<file path="src/rtl/cdb_arbiter.sv">
// Round-robin common-data-bus arbiter: grants up to N of NUM_REQ completed results
// per cycle and registers them, in scan order, onto the CDB slots.
module cdb_arbiter #(
    parameter int NUM_REQ = 8,
    parameter int N       = 2,
    parameter int TAG_W   = 6,
    parameter int DATA_W  = 32,
    parameter int ROB_W   = 5
) (
    input  logic                                clock,
    input  logic                                reset,
    input  logic                                squash,
    input  logic [NUM_REQ-1:0]                  req_valid,
    input  logic [NUM_REQ-1:0][TAG_W-1:0]       req_tag,
    input  logic [NUM_REQ-1:0][DATA_W-1:0]      req_data,
    input  logic [NUM_REQ-1:0][ROB_W-1:0]       req_rob_idx,
    output logic [NUM_REQ-1:0]                  req_grant,
    output logic [N-1:0]                        cdb_valid,
    output logic [N-1:0][TAG_W-1:0]             cdb_tag,
    output logic [N-1:0][DATA_W-1:0]            cdb_data,
    output logic [N-1:0][ROB_W-1:0]             cdb_rob_idx,
    output logic [$clog2(N+1)-1:0]              cdb_count,
    output logic [$clog2(NUM_REQ)-1:0]          rr_ptr_dbg
);

    localparam int PW = $clog2(NUM_REQ);
    localparam int CW = $clog2(N + 1);
    localparam int SW = PW + 1;
    localparam logic [SW-1:0] NREQ_S = SW'(NUM_REQ);
    localparam logic [CW-1:0] N_C    = CW'(N);

    function automatic logic [PW-1:0] ptr_inc(input logic [PW-1:0] p);
        return (p == PW'(NUM_REQ - 1)) ? '0 : p + 1'b1;
    endfunction

    logic [PW-1:0]              rr_ptr;
    logic [PW-1:0]              nxt_ptr;
    logic [NUM_REQ-1:0]         grant_p0;
    logic [N-1:0]               vld_p0;
    logic [N-1:0][TAG_W-1:0]    tag_p0;
    logic [N-1:0][DATA_W-1:0]   data_p0;
    logic [N-1:0][ROB_W-1:0]    rob_p0;
    logic [CW-1:0]              count_p0;

    logic [N-1:0]               vld_p1;
    logic [N-1:0][TAG_W-1:0]    tag_p1;
    logic [N-1:0][DATA_W-1:0]   data_p1;
    logic [N-1:0][ROB_W-1:0]    rob_p1;
    logic [CW-1:0]              count_p1;

    // Stage p0: scan from rr_ptr, k-th winner fills slot k; squash/reset grant nothing
    always_comb begin : arb_scan
        logic [SW-1:0] pos;
        logic [PW-1:0] idx;
        logic [CW-1:0] cnt;
        logic [PW-1:0] last;
        logic          any;
        pos      = '0;
        idx      = '0;
        cnt      = '0;
        last     = rr_ptr;
        any      = 1'b0;
        grant_p0 = '0;
        vld_p0   = '0;
        tag_p0   = '0;
        data_p0  = '0;
        rob_p0   = '0;
        if (!reset && !squash) begin
            for (int k = 0; k < NUM_REQ; k++) begin
                pos = {1'b0, rr_ptr} + SW'(k);
                if (pos >= NREQ_S) pos = pos - NREQ_S;
                idx = pos[PW-1:0];
                if (req_valid[idx] && (cnt < N_C)) begin
                    grant_p0[idx] = 1'b1;
                    for (int s = 0; s < N; s++) begin
                        if (cnt == CW'(s)) begin
                            vld_p0[s]  = 1'b1;
                            tag_p0[s]  = req_tag[idx];
                            data_p0[s] = req_data[idx];
                            rob_p0[s]  = req_rob_idx[idx];
                        end
                    end
                    cnt  = cnt + 1'b1;
                    last = idx;
                    any  = 1'b1;
                end
            end
        end
        count_p0 = cnt;
        nxt_ptr  = any ? ptr_inc(last) : rr_ptr;
    end

    // Stage p1: registered CDB slots, cleared by reset so no partial result escapes
    always_ff @(posedge clock) begin
        if (reset) begin
            rr_ptr   <= '0;
            vld_p1   <= '0;
            tag_p1   <= '0;
            data_p1  <= '0;
            rob_p1   <= '0;
            count_p1 <= '0;
        end else begin
            rr_ptr   <= nxt_ptr;
            vld_p1   <= vld_p0;
            tag_p1   <= tag_p0;
            data_p1  <= data_p0;
            rob_p1   <= rob_p0;
            count_p1 <= count_p0;
        end
    end

    assign req_grant   = grant_p0;
    assign cdb_valid   = vld_p1;
    assign cdb_tag     = tag_p1;
    assign cdb_data    = data_p1;
    assign cdb_rob_idx = rob_p1;
    assign cdb_count   = count_p1;
    assign rr_ptr_dbg  = rr_ptr;

endmodule

</file>
<file path="config.mk">
export PLATFORM = sky130hd
export DESIGN_NAME = cdb_arbiter
export DESIGN_NICKNAME = d
export VERILOG_FILES = /design/src/rtl/cdb_arbiter.sv
export SDC_FILE = /design/constraint.sdc
export NUM_CORES = 1
export LEC_CHECK = 0
export CAP_MARGIN = 30
export CORE_MARGIN = 5
export CORE_UTILIZATION = 45
export CTS_BUF_LIST = sky130_fd_sc_hd__clkbuf_8
export DETAILED_ROUTE_END_ITERATION = 10
export PLACE_DENSITY = 0.85
export REMOVE_ABC_BUFFERS = 1
export SLEW_MARGIN = 10
export SYNTH_ARGS = -nofsm -noshare
export SYNTH_HDL_FRONTEND = slang
export SYNTH_SLANG_ARGS = --single-unit
</file>
<file path="constraint.sdc">
create_clock -name clock -period 12.07 [get_ports clock]
set_clock_uncertainty 0.15 [all_clocks]
set_input_delay 3.621 -clock clock [delete_from_list [all_inputs] [get_ports clock]]
set_output_delay 3.621 -clock clock [all_outputs]
set_load 0.02 [all_outputs]
</file>
== After elaboration in Yosys (flattened, before gate mapping) ==
Cells that the tools add are included.

* Memories: 0
* Output and inout bits: 101
* RAM bits: 0
* Latch bits: 0
* Bits of input ports: 355
* Flip-flop bits (word level): 93
* Memory bits (read-only): 0

* Div/mod/pow operators: 0
* Muxes and demuxes: 237
* Multiply operators: 0
* Add/sub/neg operators: 23
* Equal/unequal tests: 8
* Shift-type cells: 0
* Reduce and logical (&&, ||, !) cells: 26
* Order comparisons: 31
* Bitwise gates (word level): 8

{| class="wikitable"
|+ Operator list
! operator !! number
|-
| 32-bit binary-select mux with 3-bit select || 8
|-
| 32-bit 2-to-1 mux || 23
|-
| 64-bit 2-to-1 mux || 8
|-
| 6-bit binary-select mux with 3-bit select || 8
|-
| 6-bit 2-to-1 mux || 23
|-
| 8-bit 2-to-1 mux || 16
|-
| 5-bit binary-select mux with 3-bit select || 8
|-
| 5-bit 2-to-1 mux || 23
|-
| 12-bit 2-to-1 mux || 8
|-
| 10-bit 2-to-1 mux || 8
|-
| 3-bit 2-to-1 mux || 26
|-
| 8-bit OR || 7
|-
| 2-bit 2-to-1 mux || 22
|-
| 1-bit 2-to-1 mux || 40
|-
| 3-bit by 4-bit less-than comparator with 1-bit output (second input constant) || 8
|-
| 4-bit greater-or-equal comparator (second input constant) || 7
|-
| 1-bit binary-select mux with 3-bit select || 8
|-
| 1-bit demux with 3-bit select || 8
|-
| 3-bit by 1-bit greater-or-equal comparator with 1-bit output (second input constant) || 8
|-
| 3-bit by 1-bit subtractor with 3-bit output (second input constant) || 8
|-
| 3-bit by 3-bit adder with 4-bit output (second input constant) || 4
|-
| 1-bit logical AND || 16
|-
| 2-bit by 1-bit adder with 2-bit output (second input constant) || 7
|-
| 2-bit by 1-bit == test with 1-bit output (second input constant) || 7
|-
| other kinds (10) || 24
|}

== Logic depth before layout (Yosys ltp) ==
* Depth in word-level cells: 37
* Mapped depth: 39
* Mapped depth without buffers: 30

== Least setup slack after synthesis ==
Ideal clock, no wire load.

* Path kind: input to output
* Start point: input req_valid[3]
* End point: output req_grant[2]
* Stages: 20
* Arrival time: 8.886 ns
* Required time: 8.299 ns
* Buffers on the path: 2
* Setup slack: -0.587 ns
* Path through: mux4_2 -> mux2i_1 -> inv_1 -> ha_1 -> clkbuf_1 -> nor3_4 -> xnor2_1 -> inv_1 -> ha_1 -> nor2_1 -> nor3_1 -> clkbuf_1 -> xnor2_1 -> inv_1 -> ha_1 -> or4_1 -> o31ai_1 -> o21ai_2 -> o311a_1 -> a211oi_1

* Longest elaborated chain between the ends: 32
* Elaborated cells between the ends (all ways): 73
* Classes of those cells: add/sub (6); order compare (7); mux (46); bitwise (7); reduce/logical (7)

{| class="wikitable"
|+ RTL lines
! item !! line !! text
|-
| start: declaration || 13 || <nowiki>input logic [NUM_REQ-1:0] req_valid,</nowiki>
|-
| 1-bit binary-select mux with 3-bit select || 73 || <nowiki>if (req_valid[idx] && (cnt < N_C)) begin</nowiki>
|-
| 1-bit 2-to-1 mux (not written as such) || 73 ||
|-
| 1-bit 2-to-1 mux || 73 ||
|-
| 2-bit 2-to-1 mux || 68 || <nowiki>if (!reset && !squash) begin</nowiki>
|-
| 2-bit less-than comparator || 73 ||
|-
| 1-bit logical AND || 73 ||
|-
| 2-bit 2-to-1 mux || 73 ||
|-
| 2-bit 2-to-1 mux || 68 ||
|-
| (+16 left out) || n/a ||
|-
| 2-bit less-than comparator || 73 ||
|-
| 1-bit logical AND || 73 ||
|-
| 2-bit 2-to-1 mux || 73 ||
|-
| 2-bit 2-to-1 mux || 68 ||
|-
| 2-bit less-than comparator || 73 ||
|-
| 1-bit logical AND || 73 ||
|-
| 8-bit 2-to-1 mux (*) || 73 ||
|-
| 8-bit 2-to-1 mux (*) || 68 ||
|-
| end: declaration || 17 || <nowiki>output logic [NUM_REQ-1:0] req_grant,</nowiki>
|}

Mark *: on every way between the ends. The rest lies on a longest branch, timed or not. The select of a mux whose other input is x is not followed.

== Final worst setup path ==
* Start point: input req_valid[4]
* End point: output req_grant[3]

The elaborated chain is that of the path after synthesis.

==> metrics <==
core area 0.0444 mm2; Register-to-Register Path Depth 24; fmax 83.7 MHz; internal power 3.62 mW; layout cells sized above 1 0.237; final hold viol count 0; CP Cell Sequence dlygate4sd2_1 -> mux4_2 -> mux2i_4 -> inv_2 -> ha_4 -> nor3_4 -> xnor2_2 -> inv_2 -> ha_4 -> nor2_2 -> nor2_2 -> ha_1 -> a211oi_2 -> ha_1 -> nor2b_2 -> nor4_2 -> ha_1 -> a21oi_2 -> o21ai_2 -> o311a_1 -> a211oi_2 -> buf_4; CP Capture Type output port; Ys Warns 0; crit path DAT 8.17 ns; Worst-Skew Late Latency 0.47 ns; Layout Nets 2828; fillers 3581; die height 222 um; hold_sp rr_ptr_dbg[1]; std cell rows 77; vias in the first global route 23.7k; Crit path largest cell delay 0.51 ns; Slew @ Worst Pin 1.10 ns; CTS tree yes; Final Util 0.592; first-pass GRT wire length 135 mm; CTS Buf Count 9; chip width 222 um; cts hold-fix bufs 0; Synth Flop Type dfxtp_1; Async SR Flop Fraction 0; max_cap viols 0; WHS Endpoint rr_ptr_dbg[1]; largest net degree at the start of global routing 172; #FFs+latches synth 93; post-synthesis cell count 2116; count of cell types in the netlist 66; Hold Path Class reg -> reg; Slew headroom 0.265; DR pass1 iterations 10; post-synth top area cell mux4_2; Period minus WS final 11.94 ns; CTS clk-pin slew, worst paths 0.11 ns; Final Setup Violations 0; hpwl dp 60.2 mm; Net Sw Power 4.48 mW; initial antenna violation count 15; DR vias 23.5k; drt via density 7.66; DRT antenna net count 0; Finished Layout Cells 3069; top cell type's share of synthesized area 0.390; Seq pwr share 0.057; setup tns final 0 ns; DRT iter0 DRCs 3514; GR Overflow Total 0; Initial Utilization 0.457; Mean Syn Cell Area 9.60 um2; WL final 90.1 mm; clk sink count 93; Tot GR Track Use 0.342; largest fanout on the critical path 4; Die ar. 0.0495 mm2; Post-synth EDFFs 0; combinational power share 0.912; Peak VDD IR 0.326 mV; CTS max path bufs 2; Synth-to-Final Area Change 29.3%; Worst Setup Start Kind input pin; Ports 456; Post-Syn Area 0.0203 mm2; Final Max Slew Viols 0; R2R Path End cdb_data[48]; cell depth of the worst hold path 2; slowest library cell on the worst path mux4_2; Final Cycle Share 0.989; Seq/Total Area, Yosys 0.0916; Leak Pwr 8.75 nW; most used cell along the critical path ha_1; Clk Tree Root Cell clkbuf_8; CTS H-tree lvls 3; critical path class in -> out; Clk pwr share 0.031; critical path required time 8.30 ns; Sw Ratio 0.553; top cells by area, synth mux4_2 (39%), mux2i_1 (14%), dfxtp_1 (9.2%); Worst R2R Setup Slack 4.46 ns; routed len/inst 29.4 um; DP Cell Count 3018; Pwr Density 308 mW/mm2; status finished clean; GPL Wtd Cong 0.934; Reg-to-Reg Start rr_ptr_dbg[1]; Port Buffers 455; DRC viols 0
-- worst max-delay path: cells and delay by family --
kind                       cells  cell delay, ns
buffers and inverters          4            0.60
AOI/OAI and AO/OA              5            1.13
adders and majority gates      5            1.30
xor gates and xnor gates       1            0.16
muxes                          2            0.71
and+or+nand+nor                5            0.65
-- layout by cell type, fill, tap and decap left out, types with 9 or more instances in the layout --
master           count
a21oi_1            115
a22o_1              18
o21ai_0             76
clkbuf_8             9
nor2_1              41
nand2_1            318
buf_4              105
mux2_2               9
diode_2             20
o311ai_0            19
mux4_2             352
nand3_1             64
ha_1                15
o22ai_1             95
a311oi_1            22
a211oi_1            30
inv_1               12
clkdlybuf4s50_1    439
o221ai_1            44
dfxtp_1             90
o211ai_1           112
nor3_1              13
mux2i_1            278
a22oi_1             11
-- synthesized netlist by cell type (40+ instances only) --
cell type / instances
dfxtp_1: 93
o22ai_1: 95
nor2_1: 44
buf_2: 40
o211ai_1: 112
nand2_1: 326
nand3_1: 65
buf_1: 49
clkbuf_1: 152
a21oi_1: 116
mux2i_1: 280
o221ai_1: 44
mux4_2: 352
o21ai_0: 78
-- kinds of logic after synthesis --
group	share of synthesized area
AOI/OAI and AO/OA	0.198
xor gates and xnor gates	0.00770
adders and majority gates	0.0129
buffers and inverters	0.0542
DFF	0.0916
muxes	0.534
and+or+nand+nor	0.101
-- state kept, by name (all words and copies together) (netlist names) --
signal and cells:
rr_ptr_dbg 3, cdb_valid 2, cdb_data 64, cdb_count 2
cdb_rob_idx 10, cdb_tag 12
-- area by class of cell --
| type | count | area, um2 | share of cell area |
|---|---|---|---|
| repair buffers | 574 | 5660 | 0.215 |
| inverters | 18 | 67.6 | 0.00257 |
| clock buffers | 9 | 124 | 0.00471 |
| clock inverters | 7 | 66.3 | 0.00252 |
| multi-input cells | 1756 | 17700 | 0.673 |
| well taps | 592 | 741 | 0.0282 |
| flip-flops and latches | 93 | 1870 | 0.0713 |
| diodes | 20 | 50.0 | 0.00190 |
-- power by group through the flow --
| stage | clock network (mW) | logic, mW | registers [mW] |
|---|---|---|---|
| after floorplan | 0 | 4.92 | 0.665 |
| after global placement | 0 | 6.51 | 0.461 |
| after detailed placement | 0 | 6.75 | 0.462 |
| after CTS | 0.247 | 6.88 | 0.455 |
| after global routing | 0.260 | 7.78 | 0.460 |
| final | 0.251 | 7.39 | 0.459 |
-- how the worst max path moves through the flow --
stage	start	end	slack (ns)	cells past startpoint
floorplan	rr_ptr_dbg[0]	req_grant[2]	-16.45	19
global placement	req_valid[2]	req_grant[0]	-0.91	21
detailed placement	req_valid[2]	req_grant[0]	-0.99	21
CTS	req_valid[0]	req_grant[0]	0.01	23
global route	req_valid[7]	req_grant[3]	-0.07	22
finish	req_valid[4]	req_grant[3]	0.13	22
-- repair_timing --
item | 4_1_cts | 5_1_grt
setup buffers | 2 | 6
resized for setup | 75 | 21
setup endpoints to repair | 8 | 8
hold endpoints to repair | 0 | 0
pin swaps | 14 | 17
-- stage by stage --
stage                     setup WS [ns]  hold slack [ns]  area, um2  total power [mW]
final                             0.129            0.524      26300              8.10
after global routing            -0.0709            0.551      26300              8.50
after CTS                        0.0121            0.530      25900              7.58
after detailed placement         -0.992            0.514      25600              7.21
after global placement           -0.915            0.492      25500              6.97
after floorplan                  -16.45             1.91      19300              5.58
-- metal layers --
metal,global-route usage,share of wire,up-vias
met1,0.418,0.33,11300
met3,0.0913,0.13,618
met2,0.541,0.46,2253
met5,0,0,-
met4,0.214,0.078,0
li1,-,-,9394
(Power assumes the default switching activity.)
